--- src/rtl/cpu_bus_if.sv ---
// Signal bundle between the Dendy CPU bus responder and the CPU, RAM, PPU,
// cartridge and joypads. The responder uses the slave view.
interface cpu_bus_if;
    logic [15:0] cpu_a;
    logic [7:0]  cpu_d;
    logic        cpu_r;
    logic        cpu_w;
    logic [7:0]  cpu_i;
    logic        cpu_ce;
    logic [10:0] ram_a;
    logic [7:0]  ram_d;
    logic [7:0]  ram_q;
    logic        ram_we;
    logic [2:0]  ppu_a;
    logic [7:0]  ppu_d;
    logic [7:0]  ppu_q;
    logic        ppu_r;
    logic        ppu_w;
    logic [15:0] cart_a;
    logic [7:0]  cart_d;
    logic [7:0]  cart_q;
    logic        cart_w;
    logic [7:0]  joy1;
    logic [7:0]  joy2;

    modport slave (
        input  cpu_a, cpu_d, cpu_r, cpu_w, ram_q, ppu_q, cart_q, joy1, joy2,
        output cpu_i, cpu_ce, ram_a, ram_d, ram_we, ppu_a, ppu_d, ppu_r, ppu_w,
               cart_a, cart_d, cart_w
    );

    modport master (
        output cpu_a, cpu_d, cpu_r, cpu_w, ram_q, ppu_q, cart_q, joy1, joy2,
        input  cpu_i, cpu_ce, ram_a, ram_d, ram_we, ppu_a, ppu_d, ppu_r, ppu_w,
               cart_a, cart_d, cart_w
    );
endinterface

--- src/rtl/cpu_bus.sv ---
// Dendy CPU bus responder: CPU clock-enable generation, address decode for
// RAM/PPU/joypads/cartridge, registered read data and the $4014 OAM DMA engine.
module cpu_bus #(
    parameter int unsigned CE_DIV = 14
) (
    input  logic     clock,
    input  logic     reset_n,
    cpu_bus_if.slave bus
);
    localparam logic [7:0] PH_LAST  = 8'(CE_DIV - 1);
    localparam logic [9:0] DMA_LAST = 10'd512;

    typedef enum logic [1:0] {ST_CPU, ST_ARMED, ST_DMA} state_t;

    state_t      state_q, state_d;
    logic [7:0]  phase_q, phase_d;
    logic [9:0]  dma_cnt_q, dma_cnt_d;
    logic [7:0]  cpu_i_q, cpu_i_d;
    logic        joy_strobe_q, joy_strobe_d;
    logic [7:0]  sr1_q, sr1_d;
    logic [7:0]  sr2_q, sr2_d;
    logic [7:0]  dma_page_q;
    logic [7:0]  dma_data_q;

    logic        ph1, ph3, wrap;
    logic        cpu_rd, cpu_wr, dma_start;
    logic [7:0]  dma_idx;
    logic [15:0] bus_a;
    logic        bus_rd, bus_wr, dma_rd;
    logic        sel_ram, sel_ppu, sel_io, sel_cart;
    logic [7:0]  io_q, rd_mux;

    assign ph1       = (phase_q == 8'd1);
    assign ph3       = (phase_q == 8'd3);
    assign wrap      = (phase_q == PH_LAST);
    assign cpu_rd    = bus.cpu_r;
    assign cpu_wr    = bus.cpu_w & ~bus.cpu_r;
    assign dma_start = (state_q == ST_CPU) && ph1 && cpu_wr && (bus.cpu_a == 16'h4014);
    // Period 0 of a DMA is idle; odd periods read idx, even periods write it.
    assign dma_idx   = 8'((dma_cnt_q - 10'd1) >> 1);

    always_ff @(posedge clock or negedge reset_n) begin
        if (!reset_n) state_q <= ST_CPU;
        else          state_q <= state_d;
    end

    always_comb begin
        state_d   = state_q;
        dma_cnt_d = dma_cnt_q;
        case (state_q)
            ST_CPU:   if (dma_start) state_d = ST_ARMED;
            ST_ARMED: if (wrap) begin
                state_d   = ST_DMA;
                dma_cnt_d = 10'd0;
            end
            ST_DMA:   if (wrap) begin
                if (dma_cnt_q == DMA_LAST) state_d = ST_CPU;
                else                       dma_cnt_d = dma_cnt_q + 10'd1;
            end
            default:  state_d = ST_CPU;
        endcase
    end

    always_comb begin
        bus_a  = bus.cpu_a;
        bus_rd = cpu_rd;
        bus_wr = cpu_wr;
        dma_rd = 1'b0;
        if (state_q == ST_DMA) begin
            bus_a  = {dma_page_q, dma_idx};
            bus_rd = 1'b0;
            bus_wr = 1'b0;
            if (dma_cnt_q != 10'd0) begin
                if (dma_cnt_q[0]) begin
                    bus_rd = 1'b1;
                    dma_rd = 1'b1;
                end else begin
                    bus_a  = 16'h2004;
                    bus_wr = 1'b1;
                end
            end
        end
    end

    assign sel_ram  = (bus_a[15:13] == 3'b000);
    assign sel_ppu  = (bus_a[15:13] == 3'b001);
    assign sel_io   = (bus_a[15:5] == 11'h200);
    assign sel_cart = ~(sel_ram | sel_ppu | sel_io);

    always_comb begin
        io_q = 8'h00;
        if (bus_a[4:0] == 5'h16)      io_q = {7'b0100000, sr1_q[0]};
        else if (bus_a[4:0] == 5'h17) io_q = {7'b0100000, sr2_q[0]};
    end

    always_comb begin
        if (sel_ram)      rd_mux = bus.ram_q;
        else if (sel_ppu) rd_mux = bus.ppu_q;
        else if (sel_io)  rd_mux = io_q;
        else              rd_mux = bus.cart_q;
    end

    always_comb begin
        phase_d      = wrap ? 8'd0 : phase_q + 8'd1;
        cpu_i_d      = cpu_i_q;
        joy_strobe_d = joy_strobe_q;
        sr1_d        = sr1_q;
        sr2_d        = sr2_q;
        if (ph3 && bus_rd && (state_q != ST_DMA)) cpu_i_d = rd_mux;
        if (ph1 && bus_wr && (bus_a == 16'h4016)) joy_strobe_d = bus.cpu_d[0];
        // Shift happens on the same edge as the capture, so the read sees bit 0 first.
        if (joy_strobe_q) begin
            sr1_d = bus.joy1;
            sr2_d = bus.joy2;
        end else if (ph3 && bus_rd) begin
            if (bus_a == 16'h4016) sr1_d = {1'b1, sr1_q[7:1]};
            if (bus_a == 16'h4017) sr2_d = {1'b1, sr2_q[7:1]};
        end
    end

    always_ff @(posedge clock or negedge reset_n) begin
        if (!reset_n) begin
            phase_q      <= 8'd0;
            dma_cnt_q    <= 10'd0;
            cpu_i_q      <= 8'h00;
            joy_strobe_q <= 1'b0;
            sr1_q        <= 8'h00;
            sr2_q        <= 8'h00;
        end else begin
            phase_q      <= phase_d;
            dma_cnt_q    <= dma_cnt_d;
            cpu_i_q      <= cpu_i_d;
            joy_strobe_q <= joy_strobe_d;
            sr1_q        <= sr1_d;
            sr2_q        <= sr2_d;
        end
    end

    always_ff @(posedge clock) begin
        if (dma_start)    dma_page_q <= bus.cpu_d;
        if (ph3 && dma_rd) dma_data_q <= rd_mux;
    end

    assign bus.cpu_i  = cpu_i_q;
    assign bus.cpu_ce = wrap && (state_q != ST_DMA);
    assign bus.ram_a  = bus_a[10:0];
    assign bus.ram_d  = bus.cpu_d;
    assign bus.ram_we = ph1 && bus_wr && sel_ram;
    assign bus.ppu_a  = bus_a[2:0];
    assign bus.ppu_d  = (state_q == ST_DMA) ? dma_data_q : bus.cpu_d;
    assign bus.ppu_r  = ph1 && bus_rd && sel_ppu;
    assign bus.ppu_w  = ph1 && bus_wr && sel_ppu;
    assign bus.cart_a = bus_a;
    assign bus.cart_d = bus.cpu_d;
    assign bus.cart_w = ph1 && bus_wr && sel_cart;
endmodule

--- src/flat_wrapper.sv ---
// flat-port wrapper written by rule: the top's interface ports become plain ports
module cpu_bus_flat 
#(
    parameter int unsigned CE_DIV = 14
)
  (clock, reset_n, bus_cpu_a, bus_cpu_d, bus_cpu_r, bus_cpu_w, bus_ram_q, bus_ppu_q, bus_cart_q, bus_joy1, bus_joy2, bus_cpu_i, bus_cpu_ce, bus_ram_a, bus_ram_d, bus_ram_we, bus_ppu_a, bus_ppu_d, bus_ppu_r, bus_ppu_w, bus_cart_a, bus_cart_d, bus_cart_w);
  cpu_bus_if bus_i ();
  input  logic clock;
  input  logic reset_n;
  input wire logic [$bits(bus_i.cpu_a)-1:0] bus_cpu_a;
  input wire logic [$bits(bus_i.cpu_d)-1:0] bus_cpu_d;
  input wire logic [$bits(bus_i.cpu_r)-1:0] bus_cpu_r;
  input wire logic [$bits(bus_i.cpu_w)-1:0] bus_cpu_w;
  input wire logic [$bits(bus_i.ram_q)-1:0] bus_ram_q;
  input wire logic [$bits(bus_i.ppu_q)-1:0] bus_ppu_q;
  input wire logic [$bits(bus_i.cart_q)-1:0] bus_cart_q;
  input wire logic [$bits(bus_i.joy1)-1:0] bus_joy1;
  input wire logic [$bits(bus_i.joy2)-1:0] bus_joy2;
  output wire logic [$bits(bus_i.cpu_i)-1:0] bus_cpu_i;
  output wire logic [$bits(bus_i.cpu_ce)-1:0] bus_cpu_ce;
  output wire logic [$bits(bus_i.ram_a)-1:0] bus_ram_a;
  output wire logic [$bits(bus_i.ram_d)-1:0] bus_ram_d;
  output wire logic [$bits(bus_i.ram_we)-1:0] bus_ram_we;
  output wire logic [$bits(bus_i.ppu_a)-1:0] bus_ppu_a;
  output wire logic [$bits(bus_i.ppu_d)-1:0] bus_ppu_d;
  output wire logic [$bits(bus_i.ppu_r)-1:0] bus_ppu_r;
  output wire logic [$bits(bus_i.ppu_w)-1:0] bus_ppu_w;
  output wire logic [$bits(bus_i.cart_a)-1:0] bus_cart_a;
  output wire logic [$bits(bus_i.cart_d)-1:0] bus_cart_d;
  output wire logic [$bits(bus_i.cart_w)-1:0] bus_cart_w;
  assign bus_i.cpu_a = bus_cpu_a;
  assign bus_i.cpu_d = bus_cpu_d;
  assign bus_i.cpu_r = bus_cpu_r;
  assign bus_i.cpu_w = bus_cpu_w;
  assign bus_i.ram_q = bus_ram_q;
  assign bus_i.ppu_q = bus_ppu_q;
  assign bus_i.cart_q = bus_cart_q;
  assign bus_i.joy1 = bus_joy1;
  assign bus_i.joy2 = bus_joy2;
  assign bus_cpu_i = bus_i.cpu_i;
  assign bus_cpu_ce = bus_i.cpu_ce;
  assign bus_ram_a = bus_i.ram_a;
  assign bus_ram_d = bus_i.ram_d;
  assign bus_ram_we = bus_i.ram_we;
  assign bus_ppu_a = bus_i.ppu_a;
  assign bus_ppu_d = bus_i.ppu_d;
  assign bus_ppu_r = bus_i.ppu_r;
  assign bus_ppu_w = bus_i.ppu_w;
  assign bus_cart_a = bus_i.cart_a;
  assign bus_cart_d = bus_i.cart_d;
  assign bus_cart_w = bus_i.cart_w;
  cpu_bus #(.CE_DIV(CE_DIV)) u_core (.clock(clock), .reset_n(reset_n), .bus(bus_i));
endmodule
--- config.mk ---
export PLATFORM = sky130hd
export DESIGN_NAME = cpu_bus_flat
export DESIGN_NICKNAME = d
export VERILOG_FILES = /design/src/rtl/cpu_bus_if.sv /design/src/rtl/cpu_bus.sv /design/src/flat_wrapper.sv
export SDC_FILE = /design/constraint.sdc
export NUM_CORES = 1
export LEC_CHECK = 0
export ABC_AREA = 1
export BUFFER_PORTS_ARGS = -buffer_cell sky130_fd_sc_hd__buf_2
export CORE_UTILIZATION = 55
export CTS_CLUSTER_SIZE = 16
export DETAILED_ROUTE_END_ITERATION = 8
export PLACE_DENSITY = 0.87
export REMOVE_ABC_BUFFERS = 1
export SYNTH_ARGS = -nofsm -noshare
export SYNTH_HDL_FRONTEND = slang
export SYNTH_SLANG_ARGS = --single-unit
--- constraint.sdc ---
create_clock -name clock -period 5.7 [get_ports clock]
set_clock_uncertainty 0.2 [all_clocks]
set_input_delay 1.14 -clock clock [delete_from_list [all_inputs] [get_ports clock]]
set_output_delay 1.14 -clock clock [all_outputs]
set_load 0.01 [all_outputs]
==> run_results.csv <==
group,metric,value,unit
pwr,finalPower,0.0009976,W
timing,worst_slew_pin_slew,0.9816,ns
cells_and_area,area_delta_synth_final,18.21,%
die,die-area,7359,µm²
synth,ys_seq_area_frac,0.4161,
die,rows,30,
synth,synth-simple-area-share,0.3338,
pwr,powerDensity,218.6,nW/µm²
global_routing,grt_max_degree,46,
synth,synthMuxAreaShare,0,
clocking,cts_hold_buffers,0,
placement,dp.cells,719,
synth,synth_xor_area_frac,0.01134,
critical_path,criticalPathCategory,"reg2out",
synth,synth_compound_area_frac,0.08976,
drt,drt-initial-drc-count,260,
synth,yosysTopAreaCell,"dfrtp_1",
timing,setup-tns-final,0,ns
critical_path,slowest_delay,0.43,ns
cells_and_area,layout.nets,706,
synth,syn_inst,530,
cells_and_area,diodes,0,
pwr,power.leakage,2.486,nW
global_routing,grt_remaining_overflow,0,
worst_hold_path,worstHoldPathType,"reg2reg",
clocking,clk_latency,0.34,ns
cells_and_area,finish.utilization,0.6718,
clocking,clock_path_buffers,2,
clocking,cts-root-buf,"clkbuf_8",
placement,dp_hpwl,6713,µm
synth,yosysWarnings,0,
drt,drt-total-wl,8864,µm
drt,vias_per_cell,5.057,
drt,drc,0,
drt,via_count,3717,
global_routing,grt_pass1_wl,14290,µm
clocking,cts_made_buffers,9,
critical_path,cp.arrival,2.78,ns
critical_path,crit_chain,"inv_2 > ha_1 > nand2_2 > nor2_4 > nand3_4 > nand2_4 > nand3b_1 > nand2_2 > nand2_1 > nor2_1 > nand3_2 > and3_1 > buf_2",
critical_path,rrSetupSlack,2.62,ns
timing,slew_violations,0,
cells_and_area,stdcell_count,735,
die,initial_core_util,0.5683,
global_routing,antenna_found_initial,0,
timing,relSlewSlack,0.3456,
synth,synth.avg_cell_area,7.285,µm²
critical_path,start_kind,"flip-flop",
critical_path,cp_common_cell,"nand2_2",
die,die_x,85.79,µm
clocking,clock-sinks,61,
job,cap_violations,0,
clocking,h-tree-depth,3,
timing,fmax,242.6,MHz
placement,gp_congestion,0.9055,
clocking,tritoncts,"done",
die,design.core.area,6794,µm²
critical_path,crit_path_end_kind,"output port",
global_routing,grt_pass1_vias,3326,
timing,rsz0062_at_grt,"false",
outcome,status,"finished, final reports clean",
critical_path,crit_fanout,11,
timing,hold_viol,0,
synth,synth_area,3861,µm²
timing,period_minus_slack,4.122,ns
synth,synth_top_cell_area_share,0.2916,
synth,ys_types,39,
critical_path,required,4.36,ns
placement,port_buffers,134,
timing,setup_violations,0,
pwr,worst_ir_drop_vdd,0.1882,mV
synth,ys_seq_elements,61,
synth,synth_top_family_by_area,"simple AND/OR/NAND/NOR gates",
global_routing,grt_usage,0.2459,
drt,ant_nets,0,
clocking,cts_setup_buffers,0,
die,die_h,85.79,µm
cells_and_area,final_common_cell,"nand2_1",
critical_path,critPathSlowestCell,"dfrtp_1",
timing,fin_crit_sh,0.7232,
drt,firstDrtPassIters,5,
synth,yosys-top-cells-area,"dfrtp_1 (29%), nand2_1 (18%), edfxtp_1 (12%), buf_4 (6.2%), inv_1 (4.8%)",
cells_and_area,drive_above_1_share,0.2770,
cells_and_area,final_cell_mix,"nand2_1 (183), buf_2 (134), inv_1 (49)",
clocking,clkTransAtPathRegs,0.07,ns
die,io_pins,135,
synth,synth_fa_ha_area_frac,0.01296,
clocking,post_cts_resized,0,
drt,wl_per_cell,12.06,µm
area by class of cell:
class / instances / area (µm²)
Clock inverter: 7 / 80.08
Clock buffer: 9 / 123.9
Sequential cell: 61 / 1607
Tap cell: 96 / 120.1
Timing Repair Buffer: 135 / 678.2
Multi-Input combinational cell: 369 / 1732
Inverter: 58 / 224.0
Fill cell: 565 / 2230
cells in the mapped netlist, drive strengths merged:
cell	number
nand2	193
inv	55
nor2	49
dfrtp	45
buf	38
o21ai	37
nand3	27
a21oi	20
edfxtp	16
nor3	11
nand4	7
o22ai	5
clkbuf	4
ha	4
clkinv	3
nor4	3
or2	3
xor2	3
xnor2	2
and3	1
nand3b	1
nor3b	1
o211ai	1
or4	1
cells by family after synthesis:
kind of cell | after synthesis
fa+ha+maj | 4
simple gates | 297
flops | 61
compound gates | 63
buf+inv | 100
xor+xnor | 5
critical path: cells and delay by family, from the launching register on:
family        cells  cell delay [ns]
buf+inv           2             0.33
simple gates     10             1.46
fa+ha+maj         1             0.22
flops             1             0.43
per-layer routing:
| metal | up-vias | wire length (µm) | GRT usage | share of wire |
|---|---|---|---|---|
| met5 | - | 0 | 0 | 0 |
| met4 | 0 | 182 | 0.1045 | 0.021 |
| met3 | 14 | 576 | 0.03657 | 0.065 |
| met2 | 159 | 4305 | 0.4102 | 0.49 |
| met1 | 1676 | 3800 | 0.3216 | 0.43 |
| li1 | 1868 | - | - | - |
state kept, by name, indices dropped and copies added, names as in the netlist:
| signal | cells |
|---|---|
| u_core.joy_strobe_q | 1 |
| u_core.sr2_q | 8 |
| u_core.state_q | 2 |
| u_core.dma_cnt_q | 10 |
| u_core.dma_page_q | 8 |
| u_core.bus.cpu_i | 8 |
| u_core.dma_data_q | 8 |
| u_core.phase_q | 8 |
| u_core.sr1_q | 8 |
power breakdown:
part           internal [W]  switching [W]
logic             0.0000529      0.0000733
clock network      0.000239       0.000165
registers          0.000462     0.00000541
total              0.000754       0.000244
final timing paths:
check,start,end,cells after the start
worst max-delay path,u_core.dma_cnt_q[0]$_DFFE_PN0P_,bus_cart_w,13
worst min-delay path,u_core.sr1_q[5]$_DFFE_PN0P_,u_core.sr1_q[5]$_DFFE_PN0P_,2
worst max register to register,u_core.dma_cnt_q[0]$_DFFE_PN0P_,u_core.sr1_q[0]$_DFFE_PN0P_,17
worst min register to register,u_core.sr1_q[5]$_DFFE_PN0P_,u_core.sr1_q[5]$_DFFE_PN0P_,2
max in group asynchronous,reset_n,u_core.bus.cpu_i[2]$_DFFE_PN0P_,1
min in group asynchronous,reset_n,u_core.dma_cnt_q[1]$_DFFE_PN0P_,1
stage by stage:
stage               hold slack (ns)  setup slack (ns)  area [µm²]
floorplan                    0.2422             1.695        3560
global placement             0.2560             1.940        4360
detailed placement           0.2647             1.863        4360
CTS                          0.2811             1.604        4564
global route                 0.3104             1.437        4564
finish                       0.2823             1.578        4564
No activity file was read; power rests on OpenSTA's default activity.
